`src/rtl/led_pkg.sv`:
```
// Shared LED mode encodings and sizing helpers, used by the mode controller
// and by the downstream LED pattern stage.
package led_pkg;

    localparam int MODE_W = 2;

    // Each mode names the pair of LEDs that is lit.
    typedef enum logic [MODE_W-1:0] {
        M12 = 2'd0,
        M23 = 2'd1,
        M34 = 2'd2,
        M14 = 2'd3
    } led_mode_e;

    function automatic led_mode_e next_mode(input led_mode_e m);
        case (m)
            M12:     return M23;
            M23:     return M34;
            M34:     return M14;
            default: return M12;
        endcase
    endfunction

    // Width of a counter that holds 0..n-1, never narrower than one bit.
    function automatic int cnt_width(input int n);
        return (n > 1) ? $clog2(n) : 1;
    endfunction

endpackage

```
`src/rtl/btn_debounce.sv`:
```
// Two-flop synchronizer and debouncer for a raw push button; riseO pulses
// for one cycle together with the 0->1 edge of the debounced level.
module btn_debounce
    import led_pkg::*;
#(
    parameter int DEBOUNCE_CYC = 250000
) (
    input  logic clkI,
    input  logic rstI,
    input  logic btnI,
    output logic lvlO,
    output logic riseO
);

    localparam int                CNT_W    = cnt_width(DEBOUNCE_CYC);
    localparam logic [CNT_W-1:0]  CNT_LAST = CNT_W'(DEBOUNCE_CYC - 1);

    logic [1:0]       sync_q;
    logic [CNT_W-1:0] cnt_q;

    // NOTE: every register here uses <= so all of them update from the same
    // pre-edge values; blocking assignments would chain the flops together.
    always_ff @(posedge clkI) begin
        if (rstI) begin
            sync_q <= '0;
            cnt_q  <= '0;
            lvlO   <= 1'b0;
            riseO  <= 1'b0;
        end else begin
            sync_q <= {sync_q[0], btnI};
            riseO  <= 1'b0;
            if (sync_q[1] == lvlO) begin
                cnt_q <= '0;
            end else if (cnt_q == CNT_LAST) begin
                lvlO  <= ~lvlO;
                riseO <= ~lvlO;
                cnt_q <= '0;
            end else begin
                cnt_q <= cnt_q + 1'b1;
            end
        end
    end

endmodule

```
`src/rtl/led_mode_ctrl.sv`:
```
// LED pair mode controller: debounced button cycles through four modes and a
// tick strobe paces the pattern stage. Define LED_MODE_AUTO_EN for auto-advance.
module led_mode_ctrl
    import led_pkg::*;
#(
    parameter int TICK_DIV     = 12500000,
    parameter int DEBOUNCE_CYC = 250000,
    parameter int AUTO_TICKS   = 8
) (
    input  logic              clkI,
    input  logic              rstI,
    input  logic              btnI,
    output logic              tickO,
    output logic [MODE_W-1:0] modeO,
    output logic              modeChgO,
    output logic              btnLvlO
);

    if (TICK_DIV < 2 || DEBOUNCE_CYC < 1 || AUTO_TICKS < 1) begin : g_bad_param
        $error("led_mode_ctrl: parameter out of range");
    end

    localparam int                TICK_W    = cnt_width(TICK_DIV);
    localparam logic [TICK_W-1:0] TICK_LAST = TICK_W'(TICK_DIV - 1);

    logic              btn_rise;
    logic              auto_fire;
    logic              mode_adv;
    led_mode_e         mode_q;
    logic [TICK_W-1:0] tick_cnt_q;

    btn_debounce #(
        .DEBOUNCE_CYC(DEBOUNCE_CYC)
    ) u_debounce (
        .clkI (clkI),
        .rstI (rstI),
        .btnI (btnI),
        .lvlO (btnLvlO),
        .riseO(btn_rise)
    );

`ifdef LED_MODE_AUTO_EN
    localparam int                AUTO_W    = cnt_width(AUTO_TICKS);
    localparam logic [AUTO_W-1:0] AUTO_LAST = AUTO_W'(AUTO_TICKS - 1);

    logic [AUTO_W-1:0] auto_cnt_q;

    // Fires on the edge after the last tick of the idle window.
    assign auto_fire = tickO && (auto_cnt_q == AUTO_LAST);

    always_ff @(posedge clkI) begin
        if (rstI) begin
            auto_cnt_q <= '0;
        end else if (mode_adv) begin
            auto_cnt_q <= '0;
        end else if (tickO) begin
            auto_cnt_q <= auto_cnt_q + 1'b1;
        end
    end
`else
    assign auto_fire = 1'b0;
`endif

    // A press and an auto-advance in the same cycle still move one state.
    assign mode_adv = btn_rise | auto_fire;

    always_ff @(posedge clkI) begin
        if (rstI) begin
            mode_q     <= M12;
            modeChgO   <= 1'b0;
            tickO      <= 1'b0;
            tick_cnt_q <= TICK_LAST;
        end else begin
            modeChgO <= mode_adv;
            if (mode_adv) begin
                mode_q     <= next_mode(mode_q);
                tick_cnt_q <= TICK_LAST;
                tickO      <= 1'b0;
            end else if (tick_cnt_q == '0) begin
                tick_cnt_q <= TICK_LAST;
                tickO      <= 1'b1;
            end else begin
                tick_cnt_q <= tick_cnt_q - 1'b1;
                tickO      <= 1'b0;
            end
        end
    end

    assign modeO = mode_q;

endmodule

```
`config.mk`:
```
export PLATFORM = sky130hd
export DESIGN_NAME = led_mode_ctrl
export DESIGN_NICKNAME = d
export VERILOG_FILES = /design/src/rtl/led_pkg.sv /design/src/rtl/btn_debounce.sv /design/src/rtl/led_mode_ctrl.sv
export SDC_FILE = /design/constraint.sdc
export NUM_CORES = 1
export LEC_CHECK = 0
export CAP_MARGIN = 30
export CORE_MARGIN = 5
export CORE_UTILIZATION = 61
export CTS_BUF_LIST = sky130_fd_sc_hd__clkbuf_8 sky130_fd_sc_hd__clkbuf_16
export DETAILED_ROUTE_END_ITERATION = 8
export HOLD_SLACK_MARGIN = 0.08
export PLACE_DENSITY = 0.81
export SLEW_MARGIN = 20
export SYNTH_ARGS = -nofsm -noshare
export SYNTH_HDL_FRONTEND = slang
export SYNTH_SLANG_ARGS = --single-unit
export TNS_END_PERCENT = 100
```
`constraint.sdc`:
```
create_clock -name clkI -period 2.86 [get_ports clkI]
set_clock_uncertainty 0.2 [all_clocks]
set_input_delay 0.429 -clock clkI [delete_from_list [all_inputs] [get_ports clkI]]
set_output_delay 0.429 -clock clkI [all_outputs]
set_load 0.005 [all_outputs]
```
==> out/qor.txt <==
Compound-gate portion of the synthesized area -> 0.101
Switching fraction of total power -> 0.227
Layout Nets -> 260
Async set-or-reset flop fraction in the synthesized netlist -> 0
Maximum level of the CTS H-tree -> 2
Area share of fa/ha/maj cells after synthesis -> 0.0274
Status -> finished clean
CTS tree -> yes
Die width -> 71.1 µm
Count of endpoints failing setup in the final report -> 0
Buffer cell driving the clock tree root -> sky130_fd_sc_hd__clkbuf_8
Library cells used by synthesis -> 45
Area of the multi-input gates -> 1190 µm²
Largest stage delay on the critical path -> 0.48 ns
Synthesized-area fraction occupied by xor and xnor cells -> 0.0768
Cell count after synthesis -> 246
Dominant combinational cell family by area after synthesis -> simple AND/OR/NAND/NOR gates
Total of flip-flops plus latches after synthesis -> 50
Simple-gate area share of the yosys netlist -> 0.313
Sink of the worst hold path -> tick_cnt_q[0]$_SDFF_PP1_
Part of the total power dissipated in sequential elements -> 0.616
Number of buffers inserted by post-CTS setup repair -> 0
Worst slew pin tran -> 0.669 ns
Average routed wire per standard cell -> 13.2 µm
Number of warnings reported in the yosys synthesis log -> 0
Maximum clock rate -> 457 MHz
Antenna diode instance count -> 0
Most common cell after layout, fill and taps aside -> sky130_fd_sc_hd__dfxtp_1
Post-synthesis area per instance -> 9.27 µm²
Total global-route track usage -> 0.172
Area of all sequential standard cells -> 1000 µm²
Via count of the first global-routing pass -> 1577
Post-DP HPWL -> 2710 µm
Pre-CTS WS -> 0.683 ns
Total CTS buffers -> 5
# Max-Cap Violations -> 0
Routed WL -> 3970 µm
Number of enable flip-flop cells after synthesis -> 0
Cells on Worst Hold Path -> 1
Worst r2r path cells -> 6
Leading cell types in the layout, fill and taps excluded -> sky130_fd_sc_hd__dfxtp_1 (50), sky130_fd_sc_hd__nor2_1 (29), sky130_fd_sc_hd__nand3_1 (16)
Largest cells by area after synthesis -> sky130_fd_sc_hd__dfxtp_1 (44%), sky130_fd_sc_hd__xor2_1 (5.0%), sky130_fd_sc_hd__nor2_1 (4.8%)
Cell area after layout -> 2450 µm²
Accumulated negative setup slack -> 0 ns
Latest clock arrival within the worst-skew pair -> 0.31 ns
Maximum number of pins on one net before global-route repair -> 18
Final-layout fill cell count -> 279
Combinational share of power -> 0.023
Top-area cell type share of the netlist area -> 0.439
CP max stage cell -> sky130_fd_sc_hd__or4_1
Largest fanout on the critical path -> 6
Final worst path period share -> 0.764
Routed vias -> 1748
Total power per unit cell area -> 469 nW/µm²
Total congestion overflow -> 0
Hold Crit Class -> flop to flop
Site Rows -> 22
Die Footprint -> 5060 µm²
Fin. max-slew vios -> 0
Synth Flop Type -> sky130_fd_sc_hd__dfxtp_1
Worst reg-to-reg setup slack -> 0.67 ns
Die Height -> 71.1 µm
RSZ-0062 raised after global routing -> no
Post-Place Cell Area -> 2360 µm²
Initial antenna violation count -> 0
First-pass detailed-route iteration total -> 4
Worst reg2reg startpoint -> tick_cnt_q[0]$_SDFF_PP1_
Sequence of cells on the critical path -> inv_1 > ha_1 > nor4b_4 > nand4_1 > or4_1 > nand3_1
Sequential-to-total area share from yosys stat -> 0.439
Worst setup SP type -> flop
Worst hold-check slack -> 0.240 ns
Post-CTS resize count -> 0
Number of buffer and inverter instances along the worst setup path -> 1
Average vias per placed instance -> 5.81
Area delta synth->final -> 7.52%
Leakage component of the power -> 0.845 nW
Starting density of the core -> 0.627
Net switching power of the design -> 260 µW
Max-slew headroom -> 0.554
Input/output buffers -> 7
Reg-to-reg critical path endpoint -> tick_cnt_q[18]$_SDFF_PP1_
Cell taking the most area after synthesis -> sky130_fd_sc_hd__dfxtp_1
Total number of clock tree sinks -> 50
Antenna viol nets, final -> 0
Internal power -> 889 µW
Critical Path RT -> 2.90 ns
Final critical path time including I/O delays and setup -> 2.19 ns
Multiplexer fraction of the synthesized cell area -> 0.00439
Clock slew seen by the registers of the worst setup and hold paths -> 0.09 ns
Worst Setup Slack, final -> 0.674 ns
Startpoint of the worst setup timing path -> tick_cnt_q[0]$_SDFF_PP1_
Worst-case clock buffer depth -> 2
Cell area after technology mapping -> 2280 µm²
Quantity of hold-fixing buffers added after cts -> 0
Area of the core region -> 3630 µm²
Drc violations -> 0
Largest delay contributor family on the critical path -> simple AND/OR/NAND/NOR gates
Worst supply voltage drop on vdd -> 0.243 mV
Clock network fraction of total power -> 0.361
Start point of the worst hold path -> tick_cnt_q[0]$_SDFF_PP1_
Proportion of layout cells with a drive suffix above 1 -> 0.0909
Count of pins on the block boundary -> 8
Category of the most critical setup path -> flop to flop
Initial drt markers -> 116
Global-route wire length before repair -> 7010 µm
Data arrival time of the worst path -> 2.23 ns
Syn nets -> 254
Global placer's final weighted congestion -> 0.739
Final hold violation count -> 0
Type of element capturing the critical path -> flop
## routing by layer
layer | part of all wire | GRT usage | vias up
met5 | 0 | 0 | -
met4 | 0.020 | 0.0710 | 0
met3 | 0.029 | 0.0426 | 7
met2 | 0.44 | 0.265 | 22
met1 | 0.51 | 0.230 | 815
li1 | - | - | 904
## logic make-up after synthesis
family,Yosys count
adders and majority gates,5
and+or+nand+nor,122
muxes,1
buffers and inverters,16
AOI/OAI and AO/OA,32
DFF,50
xor gates and xnor gates,20
## metrics by stage
| step | utilization | instances | power (mW) |
|---|---|---|---|
| global placement | 0.649 | 293 | 0.750 |
| floorplan | - | 246 | 0.745 |
| finish | 0.675 | 301 | 1.15 |
| detailed placement | 0.649 | 293 | 0.751 |
| global route | 0.675 | 301 | 1.19 |
| CTS | 0.675 | 301 | 1.16 |
## flip-flops by register name (all words and copies together) (netlist names)
register           flops
u_debounce.riseO       1
tickO                  1
u_debounce.lvlO        1
modeChgO               1
u_debounce.cnt_q      18
tick_cnt_q            24
u_debounce.sync_q      2
modeO                  2
## synthesized netlist by cell type, types with 2 or more instances
library cell and n:
sky130_fd_sc_hd__dfxtp_1 50, sky130_fd_sc_hd__nor2_1 29, sky130_fd_sc_hd__nand3_1 16, sky130_fd_sc_hd__nand2_1 13
sky130_fd_sc_hd__or3_1 13, sky130_fd_sc_hd__xor2_1 13, sky130_fd_sc_hd__nand4_1 9, sky130_fd_sc_hd__o21ai_0 9
sky130_fd_sc_hd__a21oi_1 8, sky130_fd_sc_hd__inv_1 7, sky130_fd_sc_hd__or4_1 7, sky130_fd_sc_hd__xnor2_1 7
sky130_fd_sc_hd__o31ai_1 6, sky130_fd_sc_hd__and3_1 5, sky130_fd_sc_hd__clkbuf_1 5, sky130_fd_sc_hd__ha_1 5
sky130_fd_sc_hd__nor2b_1 4, sky130_fd_sc_hd__nor3_1 4, sky130_fd_sc_hd__nor4_1 4, sky130_fd_sc_hd__and4_1 3
sky130_fd_sc_hd__nand4_2 2, sky130_fd_sc_hd__nor4_2 2, sky130_fd_sc_hd__or3b_1 2, sky130_fd_sc_hd__or4_4 2
## final cells by class
type,count,share of cell area
multi-input combinational,180,0.486
inverter,7,0.0107
timing repair buffer,8,0.0316
clock inverter,3,0.0102
tap,48,0.0245
clock buffer,5,0.0281
sequential,50,0.408
## power by group through the flow
stage	registers [mW]	clock network [mW]	logic, mW
4_1_cts	0.707	0.427	0.0273
3_5_place_dp	0.724	0	0.0270
6_report	0.707	0.415	0.0269
3_3_place_gp	0.724	0	0.0262
2_1_floorplan	0.721	0	0.0239
5_1_grt	0.709	0.454	0.0308
## worst max-delay path by stage
stage	endpoint	slack, ns	cells past startpoint
after global placement	tick_cnt_q[13]$_SDFF_PP1_	0.70	4
after floorplan	tick_cnt_q[9]$_SDFF_PP0_	0.93	5
after detailed placement	tick_cnt_q[18]$_SDFF_PP1_	0.68	4
final	tick_cnt_q[18]$_SDFF_PP1_	0.67	6
after global routing	tick_cnt_q[18]$_SDFF_PP1_	0.47	6
after CTS	tick_cnt_q[18]$_SDFF_PP1_	0.68	6
(Power assumes the default switching activity.)
